--- src/rtl/traffic_sensor_request.sv ---
// traffic_sensor_request: debounced per-road request generator and light monitor for a traffic light controller.
// Ports: clk, rstb (sync active-low); det_a_raw/det_b_raw raw detectors;
// light_x (A green), light_y (amber), light_z (B green) from the controller;
// req_a/req_b requests to the controller; wait_alarm_a/b long-wait flags; light_fault sticky illegal-light flag.
module traffic_sensor_request #(
  parameter int DEBOUNCE_CYCLES = 4,
  parameter int SERVE_CYCLES = 8,
  parameter int MAX_WAIT = 1000,
  parameter int WAIT_W = 10
) (
  input  logic clk,
  input  logic rstb,
  input  logic det_a_raw,
  input  logic det_b_raw,
  input  logic light_x,
  input  logic light_y,
  input  logic light_z,
  output logic req_a,
  output logic req_b,
  output logic wait_alarm_a,
  output logic wait_alarm_b,
  output logic light_fault
);
  localparam int DW = $clog2(DEBOUNCE_CYCLES + 1);
  localparam int SW = $clog2(SERVE_CYCLES + 1);
  typedef enum logic [1:0] {IDLE, PENDING, SERVING} state_t;
  logic [1:0] raw, green, req, alarm;
  logic [1:0] mcnt;
  logic fault;
  assign raw = {det_b_raw, det_a_raw};
  assign green = {light_z, light_x};
  assign {req_b, req_a} = req;
  assign {wait_alarm_b, wait_alarm_a} = alarm;
  for (genvar g = 0; g < 2; g++) begin : road
    logic s1, s2, deb, deb_q, alarm_r, rise;
    logic [DW-1:0] dcnt;
    logic [SW-1:0] scnt, scnt_n;
    logic [WAIT_W-1:0] wcnt, wcnt_n;
    state_t state, state_n;
    assign rise = deb & ~deb_q;
    assign req[g] = state != IDLE;
    assign alarm[g] = alarm_r;
    always_ff @(posedge clk) begin
      if (!rstb) begin
        {s1, s2, deb, deb_q, alarm_r} <= '0;
        dcnt <= '0;
        scnt <= '0;
        wcnt <= '0;
        state <= IDLE;
      end else begin
        s1 <= raw[g];
        s2 <= s1;
        deb_q <= deb;
        if (s2 == deb) dcnt <= '0;
        else if (dcnt == DW'(DEBOUNCE_CYCLES - 1)) begin
          deb <= ~deb;
          dcnt <= '0;
        end else dcnt <= dcnt + 1'b1;
        state <= state_n;
        scnt <= scnt_n;
        wcnt <= wcnt_n;
        alarm_r <= state_n == PENDING && wcnt_n == WAIT_W'(MAX_WAIT);
      end
    end
    // Retirement re-queues when the debounced level is still high; edges seen while busy are ignored.
    always_comb begin
      state_n = state;
      scnt_n = scnt;
      wcnt_n = wcnt;
      case (state)
        IDLE: if (rise) begin
          state_n = PENDING;
          wcnt_n = '0;
        end
        PENDING: if (green[g]) begin
          wcnt_n = '0;
          if (SERVE_CYCLES == 1) state_n = deb ? PENDING : IDLE;
          else begin
            state_n = SERVING;
            scnt_n = SW'(1);
          end
        end else if (wcnt != WAIT_W'(MAX_WAIT)) wcnt_n = wcnt + 1'b1;
        SERVING: if (!green[g]) begin
          state_n = PENDING;
          scnt_n = '0;
          wcnt_n = '0;
        end else if (scnt == SW'(SERVE_CYCLES - 1)) begin
          state_n = deb ? PENDING : IDLE;
          scnt_n = '0;
          wcnt_n = '0;
        end else scnt_n = scnt + 1'b1;
        default: state_n = IDLE;
      endcase
    end
  end
  assign fault = (light_x & light_z) | (light_y & (light_x | light_z)) | ~(light_x | light_y | light_z);
  // mcnt masks the light check for the first two cycles after reset release.
  always_ff @(posedge clk) begin
    if (!rstb) begin
      mcnt <= '0;
      light_fault <= 1'b0;
    end else begin
      if (mcnt != 2'd2) mcnt <= mcnt + 1'b1;
      if (mcnt == 2'd2 && fault) light_fault <= 1'b1;
    end
  end
endmodule

--- config.mk ---
export PLATFORM = sky130hd
export DESIGN_NAME = traffic_sensor_request
export DESIGN_NICKNAME = d
export VERILOG_FILES = /design/src/rtl/traffic_sensor_request.sv
export SDC_FILE = /design/constraint.sdc
export NUM_CORES = 1
export LEC_CHECK = 0
export ABC_AREA = 1
export CELL_PAD_IN_SITES_DETAIL_PLACEMENT = 1
export CELL_PAD_IN_SITES_GLOBAL_PLACEMENT = 2
export CORE_ASPECT_RATIO = 1.4
export CORE_UTILIZATION = 38
export CTS_BUF_LIST = sky130_fd_sc_hd__clkbuf_4 sky130_fd_sc_hd__clkbuf_8
export DETAILED_ROUTE_END_ITERATION = 8
export GPL_TIMING_DRIVEN = 0
export PLACE_DENSITY = 0.95
export SYNTH_ARGS = -nofsm -noshare
export SYNTH_HDL_FRONTEND = slang
export SYNTH_SLANG_ARGS = --single-unit
--- constraint.sdc ---
create_clock -name clk -period 2.6 [get_ports clk]
set_clock_uncertainty 0.1 [all_clocks]
set_input_delay 0.78 -clock clk [delete_from_list [all_inputs] [get_ports clk]]
set_output_delay 0.78 -clock clk [all_outputs]
set_load 0.02 [all_outputs]
==> out/metrics.cfg, run 1 <==
[routing]
highest_layer = met4
post-route-drc-count = 0
wire_per_inst_microns = 12.69
met1_length_microns = 2850
via_per_inst = 4.886
vias = 2521
first_iter_violations = 45
wl_met3_microns = 138
first_pass_iters = 4
drtAntennaViolNets = 0
dr_wl_met2_microns = 3465
routed_wl_microns = 6549

[sta]
min_period_ns = 2.475
min_period_over_period = 0.9520
slew_headroom = 0.6496
rsz0062_at_grt = no
hold-worst-slack_ns = 0.3214
fmaxAchievable_ghz = 0.4040
setup_violations = 0
hold_viol_final = 0
worstMarginPinSlew_ns = 0.5256
slew_violations = 0

[power_and_ir_drop]
power_density_mw_per_mm2 = 472.2
leakagePower_uw = 0.001292
peakVddDrop_mv = 0.3682

[run_status]
status = complete, no violations

[global_routing]
grt_pass1_vias = 2516
track_usage = 0.1932
overflow = 0
grt_max_degree = 16
antenna_found_initial = 0
grt_pass1_wl_microns = 11350

[synthesis]
async_reset_ff_frac = 0
syn_avg_cell_area_sq_um = 6.900
synth_warnings = 0
ys_ff_latch = 51
netlist.area_leader.share = 0.3681
synth_compound_area_frac = 0.1110
syn_area_sq_mm = 0.002774
ys_top_cells_by_area = dfxtp_1, nand2_1, inv_1
synth-xor-area-share = 0.006315
syn_nets = 420
synth.area.mux_share = 0
synth_edf_count = 0
ys.flop_type = dfxtp_1
synth_cell_types = 35
yosysTopAreaCell = dfxtp_1
synth_fa_ha_area_frac = 0.04962
synth_commonest_cells = nand2_1, inv_1, dfxtp_1
synth_simple_gate_area_share = 0.3627
synth_top_family_by_area = simple AND/OR/NAND/NOR gates
yosysSeqAreaShare = 0.3681
netlist_instances = 402
synthMostInstantiatedCell = nand2_1

[die]
io_pins = 12
dieArea_sq_mm = 0.007650
die_h_microns = 103.1
core_area_sq_mm = 0.007027
initial_utilization = 0.3948
dieWidth_microns = 74.21
rows = 36

[clock_network]
clockBufferDepth = 2
post_cts_buffers = 0
clock-sinks = 51
root_buffer = clkbuf_8
clkTransAtPathRegs_ns = 0.09
h-tree-depth = 2
cts_tree = yes
cts-hold-fix-buffers = 0
numCtsBuffers = 5
clock_latency_ns = 0.31

[cells_and_area]
utilization = 0.4446
syn2layout_area_growth_pct = 12.63
drive_gt1_frac = 0.1164
nNetsFinal = 438
antenna_cells = 0

[critical_path]
worstPathMaxFanout = 5
worst_ep_required_time_ns = 1.72
cp-start-kind = flip-flop
crit_type = flip-flop to output pin
cp.arrival_ns = 1.60
end_kind = output pin

[place]
port_buffers = 11
hpwl_microns = 4983
place_congestion = 0.8127

[min_path]
hp-class = flip-flop to flip-flop

[job]
drv_cap = 0

==> critical path, stage by stage (launching register included) <==
cell and delay (ns):
dfxtp_1 0.45, inv_2 0.11, nand2_1 0.12, clkdlybuf4s50_1 0.61
==> metal layers <==
metal | GRT usage | up-vias
met1 | 0.2243 | 1188
met4 | 0.05515 | 0
met5 | 0 | -
li1 | - | 1302
met2 | 0.3545 | 23
met3 | 0.03715 | 8
==> path summary, 6_finish.rpt <==
path	startpoint	end	slack [ns]	depth (start not counted)
worst max-delay path	road[1].state[0]$_SDFF_PN0_	req_b	0.12	3
worst min-delay path	road[1].s1$_SDFF_PN0_	road[1].s2$_SDFF_PN0_	0.32	2
worst max register to register	road[0].scnt[0]$_SDFFE_PN0P_	wait_alarm_a$_SDFF_PN0_	0.81	9
worst min register to register	road[1].s1$_SDFF_PN0_	road[1].s2$_SDFF_PN0_	0.32	2
==> area by class of cell <==
class | count | area, sq um
Fill cell | 940 | 3902
Multi-Input combinational cell | 279 | 1469
Sequential cell | 51 | 1022
Inverter | 67 | 257.7
Tap cell | 95 | 118.9
Timing Repair Buffer | 11 | 110.1
Clock buffer | 6 | 82.58
Clock inverter | 2 | 35.03
Buffer | 5 | 28.78
==> where the power goes <==
part,total (uW),switching [uW],internal (uW)
Clock,584,272,312
Sequential,809,9.67,799
Combinational,82.1,49.8,32.3
==> placed cells by master, fill, tap and decap left out, types with 2 or more instances in the layout <==
cell type	count
nand2_2	7
nor2_1	40
o211ai_1	2
nor2_4	4
nand4_1	7
nor2_2	4
clkdlybuf4s50_1	11
ha_1	11
o21ai_2	3
clkinv_2	2
clkbuf_2	2
inv_4	2
a211oi_1	2
nand3_1	28
inv_1	57
clkbuf_8	6
clkinv_1	3
dfxtp_1	50
xor2_1	2
nand3b_1	2
o21ai_1	2
inv_2	4
a21oi_1	26
o221a_2	2
nand2_4	4
clkbuf_1	2
nand2_1	109
nor3_1	3
o21ai_0	13
==> stage by stage <==
stage	cell area, sq um	setup WS (ns)	TNS [ns]	cells	total power (uW)
after floorplan	2774	0.8824	0	402	872.0
after global placement	3003	-0.3233	-6.130	508	906.2
after detailed placement	3003	-0.3462	-6.346	508	910.6
after CTS	3120	0.004952	0	516	1504
after global routing	3124	0.02886	0	516	1539
final	3124	0.1248	0	516	1475
==> flip-flops by register name (all words and copies together) (netlist names) <==
| name | count |
|---|---|
| road.deb | 2 |
| road.dcnt | 6 |
| road.s2 | 2 |
| light_fault | 1 |
| road.deb_q | 2 |
| road.wcnt | 20 |
| road.state | 4 |
| wait_alarm_b | 1 |
| wait_alarm_a | 1 |
| mcnt | 2 |
| road.s1 | 2 |
| road.scnt | 8 |
==> what timing repair did <==
| action | 4_1_cts | 5_1_grt |
|---|---|---|
| endpoints found under the hold margin | 0 | 0 |
| setup endpoints to repair | 0 | 21 |
| gates resized for setup | 0 | 5 |
==> cells by family (layout without fill, tap and decap cells) <==
family / Yosys count / count (layout)
compound gates: 53 / 53
xor+xnor: 2 / 2
buf+inv: 72 / 91
fa+ha+maj: 11 / 11
simple gates: 213 / 213
flops: 51 / 51
No activity file was read; power rests on OpenSTA's default activity.
==> inputs of run 2 (changes only) <==
--- a/config.mk
+++ b/config.mk
@@ -9,11 +9,12 @@
 export CELL_PAD_IN_SITES_DETAIL_PLACEMENT = 1
 export CELL_PAD_IN_SITES_GLOBAL_PLACEMENT = 2
 export CORE_ASPECT_RATIO = 1.4
-export CORE_UTILIZATION = 38
-export CTS_BUF_LIST = sky130_fd_sc_hd__clkbuf_4 sky130_fd_sc_hd__clkbuf_8
+export CORE_UTILIZATION = 37
+export CTS_BUF_LIST = sky130_fd_sc_hd__clkbuf_8 sky130_fd_sc_hd__clkbuf_16
+export CTS_CLUSTER_SIZE = 40
 export DETAILED_ROUTE_END_ITERATION = 8
 export GPL_TIMING_DRIVEN = 0
-export PLACE_DENSITY = 0.95
+export PLACE_DENSITY = 0.93
 export SYNTH_ARGS = -nofsm -noshare
 export SYNTH_HDL_FRONTEND = slang
 export SYNTH_SLANG_ARGS = --single-unit
==> run 2 against run 1 <==
  * Via count fell by 0.91%
  * Worst hold slack barely moved
  * Total power fell by 8.5%
  * Design area fell by 0.96%
  * Count of clock-buffer cells in the layout fell by 1
  * Register-to-register slack got worse by 0.02 ns
  * Critical path depth did not move
  * Largest cell class unchanged
  * Critical endpoint unchanged
  * Sequential share of layout area rose by 0.32 points
  * Sequential power barely moved
  * Clock power fell by 22%
==> out/metrics.cfg, run 2 (synthesized netlist as in run 1, its figures left out) <==
[run_status]
status = complete, no violations

[critical_path]
slowest_stage = clkdlybuf4s50_1
end_kind = output pin
worst-path-buf-inv = 2
worst_ep_required_time_ns = 1.72
cp.arrival_ns = 1.56
crit_family = buffers and inverters
worstPathMaxFanout = 5
slowest_delay_ns = 0.60
crit_type = flip-flop to output pin
reg2reg_slack_ns = 0.79
cp-start-kind = flip-flop
path_cells = inv_2 -> nand2_1 -> clkdlybuf4s50_1

[sta]
hold-worst-slack_ns = 0.3213
hold_viol_final = 0
worstMarginPinSlew_ns = 0.5095
setup_violations = 0
min_period_ns = 2.438
slew_violations = 0
rsz0062_at_grt = no
min_period_over_period = 0.9377
fmaxAchievable_ghz = 0.4102
slew_headroom = 0.6603

[global_routing]
grt_pass1_vias = 2531
overflow = 0
grt_max_degree = 16
track_usage = 0.1857
antenna_found_initial = 0
grt_pass1_wl_microns = 11210

[place]
place_congestion = 0.7754
port_buffers = 11
hpwl_microns = 4980

[power_and_ir_drop]
p_seq_frac = 0.599
power.switching_uw = 332.5
peakVddDrop_mv = 0.2420
power_density_mw_per_mm2 = 436.3
p_comb_frac = 0.063
leakagePower_uw = 0.001276
total_power_uw = 1350
swShare = 0.2463
clkPwrFrac = 0.337
intPower_uw = 1017

[clock_network]
root_buffer = clkbuf_8
h-tree-depth = 2
clkTransAtPathRegs_ns = 0.09
cts-hold-fix-buffers = 0
post_cts_buffers = 0
cts_tree = yes
clockBufferDepth = 2
clock-sinks = 51
clock_latency_ns = 0.31
numCtsBuffers = 5
cts_resized = 1

[routing]
wire_per_inst_microns = 12.15
first_iter_violations = 75
drtAntennaViolNets = 0
routed_wl_microns = 6293
vias = 2498
first_pass_iters = 4
via_per_inst = 4.822
post-route-drc-count = 0

[cells_and_area]
final_cell_mix = nand2_1, inv_1, dfxtp_1
nFillCells = 988
top_regs = road.wcnt: 20 flops, road.scnt: 8 flops, road.dcnt: 6 flops
syn2layout_area_growth_pct = 11.55
largest_reg_flops = 20
final_common_cell = nand2_1
antenna_cells = 0
nNetsFinal = 438
drive_gt1_frac = 0.1140
max_flop_register = road.wcnt

[die]
die_h_microns = 104.5
initial_utilization = 0.3792
io_pins = 12
dieWidth_microns = 75.18
core_area_sq_mm = 0.007315
dieArea_sq_mm = 0.007853
rows = 37

[job]
drv_cap = 0

[min_path]
hp-class = flip-flop to flip-flop

==> run 2: area by class of cell <==
| class | instances | area (sq um) | share of cell area |
|---|---|---|---|
| Tap cell | 97 | 121.4 | 0.03922 |
| Multi-Input combinational cell | 279 | 1469 | 0.4747 |
| Clock inverter | 3 | 16.27 | 0.005257 |
| Clock buffer | 5 | 68.82 | 0.02224 |
| Sequential cell | 51 | 1022 | 0.3304 |
| Buffer | 5 | 28.78 | 0.009300 |
| Timing Repair Buffer | 11 | 110.1 | 0.03558 |
| Inverter | 67 | 257.7 | 0.08330 |
==> run 2: worst paths after layout <==
check / start / to / depth (start not counted)
min reg2reg: road[1].s1$_SDFF_PN0_ / road[1].s2$_SDFF_PN0_ / 2
max reg2reg: road[1].scnt[0]$_SDFFE_PN0P_ / wait_alarm_b$_SDFF_PN0_ / 11
min: road[1].s1$_SDFF_PN0_ / road[1].s2$_SDFF_PN0_ / 2
max: road[1].state[0]$_SDFF_PN0_ / req_b / 3
==> run 2: routing by layer <==
layer  track usage  vias up  routed length [microns]
li1              -     1305                        -
met1        0.2201     1170                     2765
met2        0.3269       17                     3333
met3       0.03198        6                       99
met4       0.06349        0                       95
met5             0        -                        0
==> run 2: worst min-delay path, delay by kind of cell (launching register included) <==
family	cells	cell delay [ns]
AND/OR/NAND/NOR	1	0.04
flip-flops	1	0.32
buffers and inverters	1	0.04
==> run 2: through the flow <==
step / setup slack, ns / std cells / TNS, ns / utilization / area (sq um)
floorplan: 0.8824 / 402 / 0 / - / 2774
detailed placement: -0.3452 / 510 / -6.481 / 0.4109 / 3005
finish: 0.1620 / 518 / 0 / 0.4230 / 3094
global route: 0.06338 / 518 / 0 / 0.4230 / 3094
global placement: -0.3026 / 510 / -5.795 / 0.4109 / 3005
CTS: 0.01369 / 518 / 0 / 0.4227 / 3092
==> run 2: power groups by stage <==
stage / Clock, uW / Sequential (uW) / Combinational, uW
detailed placement: 0 / 827 / 85.8
finish: 455 / 809 / 85.5
global placement: 0 / 826 / 79.5
floorplan: 0 / 830 / 42.3
CTS: 480 / 809 / 86.6
global route: 518 / 811 / 97.6
